### config.mk
export PLATFORM = sky130hd
export DESIGN_NAME = regfile_debug_port
export DESIGN_NICKNAME = d
export VERILOG_FILES = /design/src/rtl/regfile_debug_port.sv
export SDC_FILE = /design/constraint.sdc
export NUM_CORES = 1
export LEC_CHECK = 0
export ABC_AREA = 1
export CAP_MARGIN = 0
export CORE_ASPECT_RATIO = 0.7
export CORE_MARGIN = 2
export CORE_UTILIZATION = 30
export CTS_CLUSTER_DIAMETER = 30
export DETAILED_ROUTE_END_ITERATION = 8
export PLACE_DENSITY = 0.65
export SYNTH_ARGS = -nofsm -noshare
export SYNTH_HDL_FRONTEND = slang
export SYNTH_SLANG_ARGS = --single-unit
### constraint.sdc
create_clock -name clk -period 3.2 [get_ports clk]
set_input_delay 0.64 -clock clk [delete_from_list [all_inputs] [get_ports clk]]
set_output_delay 0.64 -clock clk [all_outputs]
set_load 0.02 [all_outputs]
### src/rtl/regfile_debug_port.sv
// Debug-host initiator for the 32x32 integer register file: halts the core, performs one
// read or write through the register file's debug port, and returns a response.
module regfile_debug_port #(
    parameter int HALT_TIMEOUT = 64
) (
    input  logic        clk,
    input  logic        rst_n,
    input  logic        dbg_req_valid,
    output logic        dbg_req_ready,
    input  logic        dbg_req_write,
    input  logic [4:0]  dbg_req_addr,
    input  logic [31:0] dbg_req_wdata,
    output logic        dbg_rsp_valid,
    input  logic        dbg_rsp_ready,
    output logic [31:0] dbg_rsp_rdata,
    output logic        dbg_rsp_err,
    output logic        core_halt_req,
    input  logic        core_halted,
    output logic [4:0]  rf_addr,
    output logic        rf_we,
    output logic [31:0] rf_wdata,
    input  logic [31:0] rf_rdata
);

    localparam int CNT_W = $clog2(HALT_TIMEOUT + 1);
    localparam logic [CNT_W-1:0] CNT_LAST = CNT_W'(HALT_TIMEOUT - 1);

    localparam logic [1:0] ST_IDLE   = 2'd0;
    localparam logic [1:0] ST_HALT   = 2'd1;
    localparam logic [1:0] ST_ACCESS = 2'd2;
    localparam logic [1:0] ST_RESP   = 2'd3;

    logic [1:0]       state;
    logic             req_write;
    logic [4:0]       req_addr;
    logic [31:0]      req_wdata;
    logic [CNT_W-1:0] halt_cnt;
    logic [31:0]      rsp_rdata;
    logic             rsp_err;
    logic             wr_x0;

    assign wr_x0 = req_write && (req_addr == 5'd0);

    always_ff @(posedge clk or negedge rst_n) begin
        if (!rst_n) begin
            state     <= ST_IDLE;
            req_write <= 1'b0;
            req_addr  <= '0;
            req_wdata <= '0;
            halt_cnt  <= '0;
            rsp_rdata <= '0;
            rsp_err   <= 1'b0;
        end else begin
            case (state)
                ST_IDLE: begin
                    if (dbg_req_valid) begin
                        req_write <= dbg_req_write;
                        req_addr  <= dbg_req_addr;
                        req_wdata <= dbg_req_wdata;
                        halt_cnt  <= '0;
                        state     <= ST_HALT;
                    end
                end
                ST_HALT: begin
                    // A halt acknowledge on the same edge as the timeout still gets the access.
                    if (core_halted) begin
                        state <= ST_ACCESS;
                    end else if (halt_cnt >= CNT_LAST) begin
                        rsp_rdata <= '0;
                        rsp_err   <= 1'b1;
                        state     <= ST_RESP;
                    end else begin
                        halt_cnt <= halt_cnt + 1'b1;
                    end
                end
                ST_ACCESS: begin
                    rsp_rdata <= req_write ? 32'd0 : rf_rdata;
                    rsp_err   <= wr_x0;
                    state     <= ST_RESP;
                end
                ST_RESP: begin
                    if (dbg_rsp_ready) begin
                        state <= ST_IDLE;
                    end
                end
                default: state <= ST_IDLE;
            endcase
        end
    end

    // Outputs decode straight from state so an async reset clears them at once.
    assign dbg_req_ready = (state == ST_IDLE);
    assign core_halt_req = (state != ST_IDLE);
    assign rf_we         = (state == ST_ACCESS) && req_write && !wr_x0;
    assign rf_addr       = (state == ST_ACCESS) ? req_addr  : 5'd0;
    assign rf_wdata      = (state == ST_ACCESS) ? req_wdata : 32'd0;
    assign dbg_rsp_valid = (state == ST_RESP);
    assign dbg_rsp_rdata = (state == ST_RESP) ? rsp_rdata : 32'd0;
    assign dbg_rsp_err   = (state == ST_RESP) && rsp_err;

endmodule
### Word level (Yosys, flattened, before mapping)

Index checks and enable logic that the tools add are counted.

| operators by class | value |
|---|---|
| add/subtract/negate cells | 1 |
| muxes and demuxes | 19 |
| equal/unequal tests | 9 |
| order comparisons | 1 |
| reduce and logical (&&, ||, !) cells | 14 |

Operator list:

| cell | count |
|---|---|
| 32-bit two-way mux | 5 |
| 32-bit one-hot mux with 2 select lines | 1 |
| 7-bit two-way mux | 3 |
| 7-bit one-hot mux with 2 select lines | 1 |
| 2-bit two-way mux | 4 |
| 2-bit != test (second input constant) | 4 |
| 2-bit one-hot mux with 4 select lines | 1 |
| 7-bit by 1-bit adder with 7-bit output (second input constant) | 1 |
| 7-bit by 6-bit greater-or-equal comparator with 1-bit output (second input constant) | 1 |
| 3-bit AND reduction | 2 |
| 2-bit nonzero test | 3 |
| 5-bit logical NOT | 1 |
| 5-bit two-way mux | 1 |
| 2-bit == test (second input constant) | 2 |
| 1-bit logical AND | 4 |
| 4-bit AND reduction | 1 |
| 3-bit != test (second input constant) | 1 |
| 2-bit by 1-bit == test with 1-bit output (second input constant) | 1 |
| 2-bit logical NOT | 1 |
| 1-bit two-way mux | 2 |
| 2-bit by 1-bit != test with 1-bit output (second input constant) | 1 |
| 1-bit one-hot mux with 2 select lines | 1 |
| 2-bit AND reduction | 1 |
| 1-bit logical NOT | 1 |

| word-level totals | value |
|---|---|
| logic and storage cells | 51 |
| input port bits | 75 |
| output and inout bits | 74 |
| bits in registers | 80 |

### Depth between registers and ports, before layout

Gate-level depths: netlist of the first run.

| logic depth | value |
|---|---|
| depth after elaboration | 4 |
| depth in mapped cells | 10 |
| mapped depth without buffers | 9 |

### Worst setup path after synthesis of the first run

No wires, ideal clock.

| timing | value |
|---|---|
| kind | reg2out |
| from | register state[1] |
| to | output port dbg_rsp_rdata[10] |
| buffers on the path | 2 |
| required time | 2560 ps |
| stages on the path, launching flop included | 6 |
| slack | 1166 ps |
| arrival | 1394 ps |
| path through | dfrtp_1 ha_1 clkbuf_1 clkbuf_1 nand2_1 inv_1 |

| between the ends | value |
|---|---|
| longest elaborated chain between the ends | 2 |

Ends and longest elaborated chain:

| element | line | text |
|---|---|---|
| start, declared | 33 | `logic [1:0] state;` |
| start signal, assigned | 46 | `state <= ST_IDLE;` |
| start signal, assigned | 61 | `state <= ST_HALT;` |
| start signal, assigned | 67 | `state <= ST_ACCESS;` |
| 2-bit == test | -- |  |
| via dbg_rsp_valid | 13 | `output logic dbg_rsp_valid,` |
| 32-bit two-way mux | 98 | `assign dbg_rsp_rdata = (state == ST_RESP) ? rsp_rdata : 32'd0;` |
| end, declared | 15 | `output logic [31:0] dbg_rsp_rdata,` |

The timed path passes the listed nets, and every way through them passes these cells.

### Worst setup path after layout of the first run

| timing | value |
|---|---|
| from | register state[0] |
| to | output port rf_we |

| between the ends | value |
|---|---|
| longest elaborated chain between the ends | 3 |

Ends and longest elaborated chain:

| element | line | text |
|---|---|---|
| 2-bit == test | 94 | `assign rf_we = (state == ST_ACCESS) && req_write && !wr_x0;` |
| 1-bit logical AND (2 in a row) | 94 |  |
| end, declared | 20 | `output logic rf_we,` |

No other way between the ends.

==> reports/results.tsv, run 1 <==
metric	value	unit
max_cap_violations	0	
clk_transition_reported_paths	60	ps
start_kind	flop	
place_hpwl	7470	µm
synth_seq_cells	80	
synthesis.instances	471	
tns	0	ps
cts_resized	0	
num-nets-final	689	
yosys.cell_types.count	27	
period_needed	2770	ps
r2r_setup_slack	1090	ps
status	complete, no violations	
grt_max_degree	81	
cts_setup_buffers	0	
critPathCaptureType	primary output	
post_synth_xor_area_fraction	0.216	%
final.period_utilization	86.4	%
floorplan.die.width	143	µm
rsz0062_at_grt	false	
r2r_start	state[0]	
combinationalPowerShare	44.5	%
synthAdderAreaFrac	1.54	%
critical_path_class	flop to primary output	
core	0.0132	mm²
totalPowerFinal	0.00486	W
global_route.overflow_total	0	
detailroute.via_count	3473	
worst_pin_slew	1040	ps
dr.pass1.iters	6	
antenna_violations_before_repair	0	
max-slew-margin-rel	30.4	%
routed_wire_length	10700	µm
first_global_vias	3568	
fin_ws	434	ps
final_setup_violations	0	
power.internal	0.00301	W
syn_area	0.00406	mm²
hold_class	primary input to async pin	
seq_area_frac_synth	49.4	%
synth.area.mux_share	10.3	%
number_of_top_level_pins	149	
clock_tree.root_cell	sky130_fd_sc_hd__clkbuf_16	
diodes	0	
postLayoutCellArea	0.00598	mm²
wire_per_inst	13.4	µm
fillers	1267	
dpl.cell_count	783	
power.share.clock	21.4	%
final_max_slew_viol_count	0	
synth_edf_count	0	
avgViaCountPerCell	4.35	
die-height	101	µm
worstSkewPairLatency	330	ps
grt_first_pass_wirelength	17600	µm
synth-simple-area-share	25.9	%
crit_path_max_fanout	40	
final_antenna_net_count	0	
dieArea	0.0145	mm²
clock_tree.htree_level_count	3	
seq_power_share	34.1	%
syn_avg_cell_area	8.61	µm²
fraction_of_the_mapped_netlist_area_in_compound_gates	1.36	%
synth_top_family_by_area	simple AND/OR/NAND/NOR gates	
clock-skew-final	7.72	ps
peakVddDrop	0.000371	V
asyncSetResetFlopFracSynth	100	%
power-per-cell-area	813	mW/mm²
routabilityCongestion	0.857	
synth_fp_nets	551	
dpl_worst_slack	782	ps
leakagePower	3.16	nW
io_buffers	148	
ctsLongestPathBuffers	2	
cts-buffers-inserted	9	
switchingPower	0.00185	W
dominantRegCellSynth	sky130_fd_sc_hd__dfrtp_1	
drt_drc_violations_left	0	
layout-drive-gt1-share	13.0	%
cts_tree	done	
rows	35	
final-instance-count-excl-fill	799	
drt_iter0_drc	105	
clock_sinks	80	
timing.critical_path.from	state[0]	
area.sequential	0.00200	mm²
number_of_warnings_printed_during_yosys_synthesis	0	
cts.hold.buffers_added	0	
multi_input_comb_area	0.00160	mm²
clock.fmax	0.362	GHz
area_added_between_synthesis_and_finish	47.3	%
worstPathArrival	2130	ps
placedInstanceArea	0.00567	mm²
grt_use_total	15.3	%
required	2560	ps
timing_hold_violations_final	0	
initial_core_util	30.8	%
power.share.switching	38.1	%
[layer usage]
metal	global-route usage [%]	part of all wire, %
met1	19.7	45
met2	23.2	43
met3	7.23	11
met4	4.27	1.0
met5	0	0
[worst paths after layout]
check | end | depth (start not counted)
hold / removal | rsp_rdata[0] | 1
setup reg to reg | rsp_rdata[22] | 7
min in group clk | req_wdata[30] | 1
max in group asynchronous | req_wdata[10] | 1
hold reg to reg | req_wdata[30] | 1
setup / recovery | rf_we | 6
[power by group through the flow]
stage	sequential, W	clock (W)	combinational, W
after global placement	0.00164	0	0.00214
after global routing	0.00171	0.00112	0.00238
after floorplan	0.00159	0	0.00143
final	0.00166	0.00104	0.00216
after detailed placement	0.00167	0	0.00219
after CTS	0.00166	0.00109	0.00220
[final cells by class]
class,count,area share (%)
flip-flops and latches,80,33.5
multi-input cells,281,26.7
repair buffers,152,25.5
inverters,85,5.34
clock buffers,10,4.00
well taps,185,3.87
clock inverters,6,1.13
[critical path, stage by stage, from the launching register on]
cell and delay [ps]:
sky130_fd_sc_hd__dfrtp_1 410, sky130_fd_sc_hd__inv_1 110, sky130_fd_sc_hd__ha_1 200, sky130_fd_sc_hd__buf_12 210
sky130_fd_sc_hd__o31ai_1 120, sky130_fd_sc_hd__nor2_1 100, sky130_fd_sc_hd__clkdlybuf4s50_1 620
[synthesized netlist by cell type (all sizes together) (3+ instances only)]
| cell | count | area [µm²] |
|---|---|---|
| buf | 19 | 120 |
| dfrtp | 80 | 2000 |
| nand3 | 77 | 435 |
| a21oi | 3 | 15.0 |
| nand2 | 135 | 538 |
| mux2 | 37 | 417 |
| o21ai | 5 | 25.0 |
| ha | 5 | 62.6 |
| clkbuf | 6 | 22.5 |
| nor2 | 14 | 65.1 |
| inv | 85 | 319 |
[state kept, by name (all words and copies together) (netlist names)]
register   count
rsp_err        1
req_addr       5
req_write      1
rsp_rdata     32
req_wdata     32
state          2
halt_cnt       7
[cells by family (layout without fill, tap and decap cells)]
logic type	count (synthesis)	in the layout
compound gates	10	10
simple gates	228	228
fa+ha+maj	5	5
flops	80	80
xor+xnor	1	1
mux	37	37
buf+inv	110	253
[metrics by stage]
stage / util (%) / hold WS, ps
6_report: 45.3 / 464
5_1_grt: 45.3 / 524
4_1_cts: 45.3 / 507
3_5_place_dp: 43.0 / 493
3_3_place_gp: 43.0 / 487
2_1_floorplan: - / 344
[cell usage in the layout (no fill, tap or decap), drive strengths merged, types with 2 or more instances in the layout]
master,n
clkinv,2
dfrtp,80
nor2,14
nand3,77
nand2,135
inv,86
a21oi,3
ha,5
o21ai,5
clkdlybuf4s50,147
buf,5
clkbuf,10
mux2,37
clkinvlp,2
(Power assumes the default switching activity.)
==> inputs of run 2 (changes only) <==
--- a/config.mk
+++ b/config.mk
@@ -8,7 +8,7 @@
 export ABC_AREA = 1
 export CAP_MARGIN = 0
 export CORE_ASPECT_RATIO = 0.7
-export CORE_MARGIN = 2
+export CORE_MARGIN = 4
 export CORE_UTILIZATION = 30
 export CTS_CLUSTER_DIAMETER = 30
 export DETAILED_ROUTE_END_ITERATION = 8
==> run 2 against run 1 <==
Effect of this change: hold slack improved by 7.2 ps; setup slack got worse by 120 ps; sequential power about the same; register-to-register slack got worse by 240 ps; clock power decreased by 10%; global-route usage decreased by 0.73 points; highest routed layer unchanged.
==> reports/results.tsv, run 2 (synthesis results as in run 1) <==
metric	value	unit	change
seq_power_share	35.1	%	+1.0 points
drt_iter0_drc	110		+4.8%
totalPowerFinal	0.00475	W	-2.3%
leakagePower	3.15	nW	-0.35%
final_setup_violations	0		unchanged
initial_core_util	30.8	%	unchanged
hold_ws	471	ps	+7.20 ps
critPathCaptureType	primary output		
hold_class	primary input to async pin		
largest_registers	req_wdata: 32 flops, rsp_rdata: 32 flops, halt_cnt: 7 flops		
cts_tree	done		
clock-skew-final	6.79	ps	-0.931 ps
final_cell_mix	147 x sky130_fd_sc_hd__clkdlybuf4s50_1, 130 x sky130_fd_sc_hd__nand2_1, 83 x sky130_fd_sc_hd__inv_1		
grt_use_total	14.6	%	-0.73 points
antenna_violations_before_repair	0		unchanged
avgViaCountPerCell	4.35		about the same
cts-buffers-inserted	9		unchanged
io_buffers	148		unchanged
final_antenna_net_count	0		unchanged
max-slew-margin-rel	31.8	%	+1.5 points
floorplan.die.width	147	µm	+2.8%
layout-drive-gt1-share	12.7	%	-0.33 points
max_cap_violations	0		unchanged
number_of_top_level_pins	149		unchanged
wire_per_inst	13.7	µm	+2.2%
status	complete, no violations		
clock_sinks	80		unchanged
cts.hold.buffers_added	0		unchanged
tns	0	ps	unchanged
worstPathArrival	2250	ps	+120 ps
worst-r2r-cell-count	7		unchanged
worst_path_cell_chain	inv_1 -> ha_1 -> buf_4 -> nand2_1 -> inv_1 -> clkdlybuf4s50_1		
r2r_setup_slack	850	ps	-240 ps
area_added_between_synthesis_and_finish	46.2	%	
routabilityCongestion	0.814		-5.0%
switchingPower	0.00183	W	-1.1%
final_max_slew_viol_count	0		unchanged
clock.fmax	0.347	GHz	-4.1%
core	0.0132	mm²	unchanged
crit-reg2reg-capture	rsp_rdata[27]		
power.share.clock	19.6	%	-1.8 points
cts_resized	0		unchanged
power-per-cell-area	800	mW/mm²	-1.6%
crit_slowest_cell	sky130_fd_sc_hd__clkdlybuf4s50_1		
power.internal	0.00292	W	-3.1%
critical_path.top_delay_family	buffers and inverters		
routed_wire_length	10900	µm	+2.2%
dieArea	0.0155	mm²	+6.9%
grt_first_pass_wirelength	18400	µm	+4.8%
first_global_vias	3675		+3.0%
power.share.switching	38.6	%	+0.48 points
place_hpwl	7720	µm	+3.3%
timing_hold_violations_final	0		unchanged
cpMostUsedCell	sky130_fd_sc_hd__inv_1		
combinationalPowerShare	45.2	%	+0.7 points
rows	35		unchanged
required	2560	ps	about the same
worstSkewPairLatency	330	ps	about the same
peakVddDrop	0.000404	V	+8.8%
critical_path_buf_inv_count	4		+1
detailroute.via_count	3476		+0.086%
dr.pass1.iters	4		-2
worst_pin_slew	1020	ps	-22.1 ps
crit_path_max_fanout	15		-63%
clock_tree.htree_level_count	3		unchanged
num-nets-final	690		+0.15%
clk_transition_reported_paths	60	ps	about the same
max_incr_delay_on_cp	600	ps	-20 ps
period_needed	2890	ps	+120 ps
r2r_start	state[0]		
global_route.overflow_total	0		unchanged
die-height	105	µm	+3.9%
clock_tree.root_cell	sky130_fd_sc_hd__clkbuf_16		
ctsLongestPathBuffers	2		unchanged
critical_path_class	flop to primary output		
diodes	0		unchanged
layout.core_utilization	45.0	%	-0.35 points
rsz0062_at_grt	false		
final.period_utilization	90.2	%	+3.7 points
layout.cells.most_common	sky130_fd_sc_hd__clkdlybuf4s50_1		
start_kind	flop		
cts_setup_buffers	0		unchanged
grt_max_degree	81		unchanged
drt_drc_violations_left	0		unchanged
run 2: layout make-up:
cell class | instances | area (µm²)
Sequential cell | 80 | 2000
Timing Repair Buffer | 153 | 1520
Fill cell | 1273 | 7250
Inverter | 85 | 319
Tap cell | 185 | 231
Clock buffer | 12 | 246
Multi-Input combinational cell | 281 | 1600
Clock inverter | 3 | 18.8
run 2: worst register-to-register path: cells and delay by family, from the launching register on:
family | cells | cell delay, ps
buffers and inverters | 2 | 400
adder cells (fa/ha/maj) | 1 | 350
AND/OR/NAND/NOR | 4 | 1120
flip-flops | 1 | 410
run 2: how the worst max path moves through the flow:
stage	cells past startpoint	end	slack (ps)	from
final	6	rf_wdata[6]	310	state[0]
after detailed placement	6	rf_wdata[6]	650	state[0]
after CTS	6	rf_wdata[6]	270	state[0]
after global placement	6	rf_wdata[1]	680	state[0]
after floorplan	5	dbg_rsp_rdata[10]	1170	state[1]
after global routing	6	rf_wdata[23]	140	state[0]
run 2: through the flow:
| step | cell area, µm² | setup slack [ps] | instances |
|---|---|---|---|
| after floorplan | 4060 | 1170 | 471 |
| after global placement | 5660 | 680 | 784 |
| after detailed placement | 5660 | 649 | 784 |
| after CTS | 5930 | 272 | 799 |
| after global routing | 5930 | 139 | 799 |
| final | 5930 | 314 | 799 |
run 2: metal layers:
metal / track usage [%] / share of wire, %
met3: 6.45 / 9.5
met1: 19.6 / 48
met4: 4.06 / 1.1
met5: 0 / 0
met2: 21.3 / 42
run 2: power groups by stage:
stage,Clock [W],Sequential [W],Combinational [W]
3_3_place_gp,0,0.00167,0.00213
6_report,0.000932,0.00167,0.00215
2_1_floorplan,0,0.00159,0.00143
5_1_grt,0.00101,0.00171,0.00238
3_5_place_dp,0,0.00167,0.00217
4_1_cts,0.000968,0.00166,0.00219
==> inputs of run 3 (changes only) <==
--- a/config.mk
+++ b/config.mk
@@ -13,6 +13,7 @@
 export CTS_CLUSTER_DIAMETER = 30
 export DETAILED_ROUTE_END_ITERATION = 8
 export PLACE_DENSITY = 0.65
+export SKIP_CTS_REPAIR_TIMING = 1
 export SYNTH_ARGS = -nofsm -noshare
 export SYNTH_HDL_FRONTEND = slang
 export SYNTH_SLANG_ARGS = --single-unit
==> results of run 3 <==
Same layout as run 2: the final DEF is identical, and so are final timing and power.
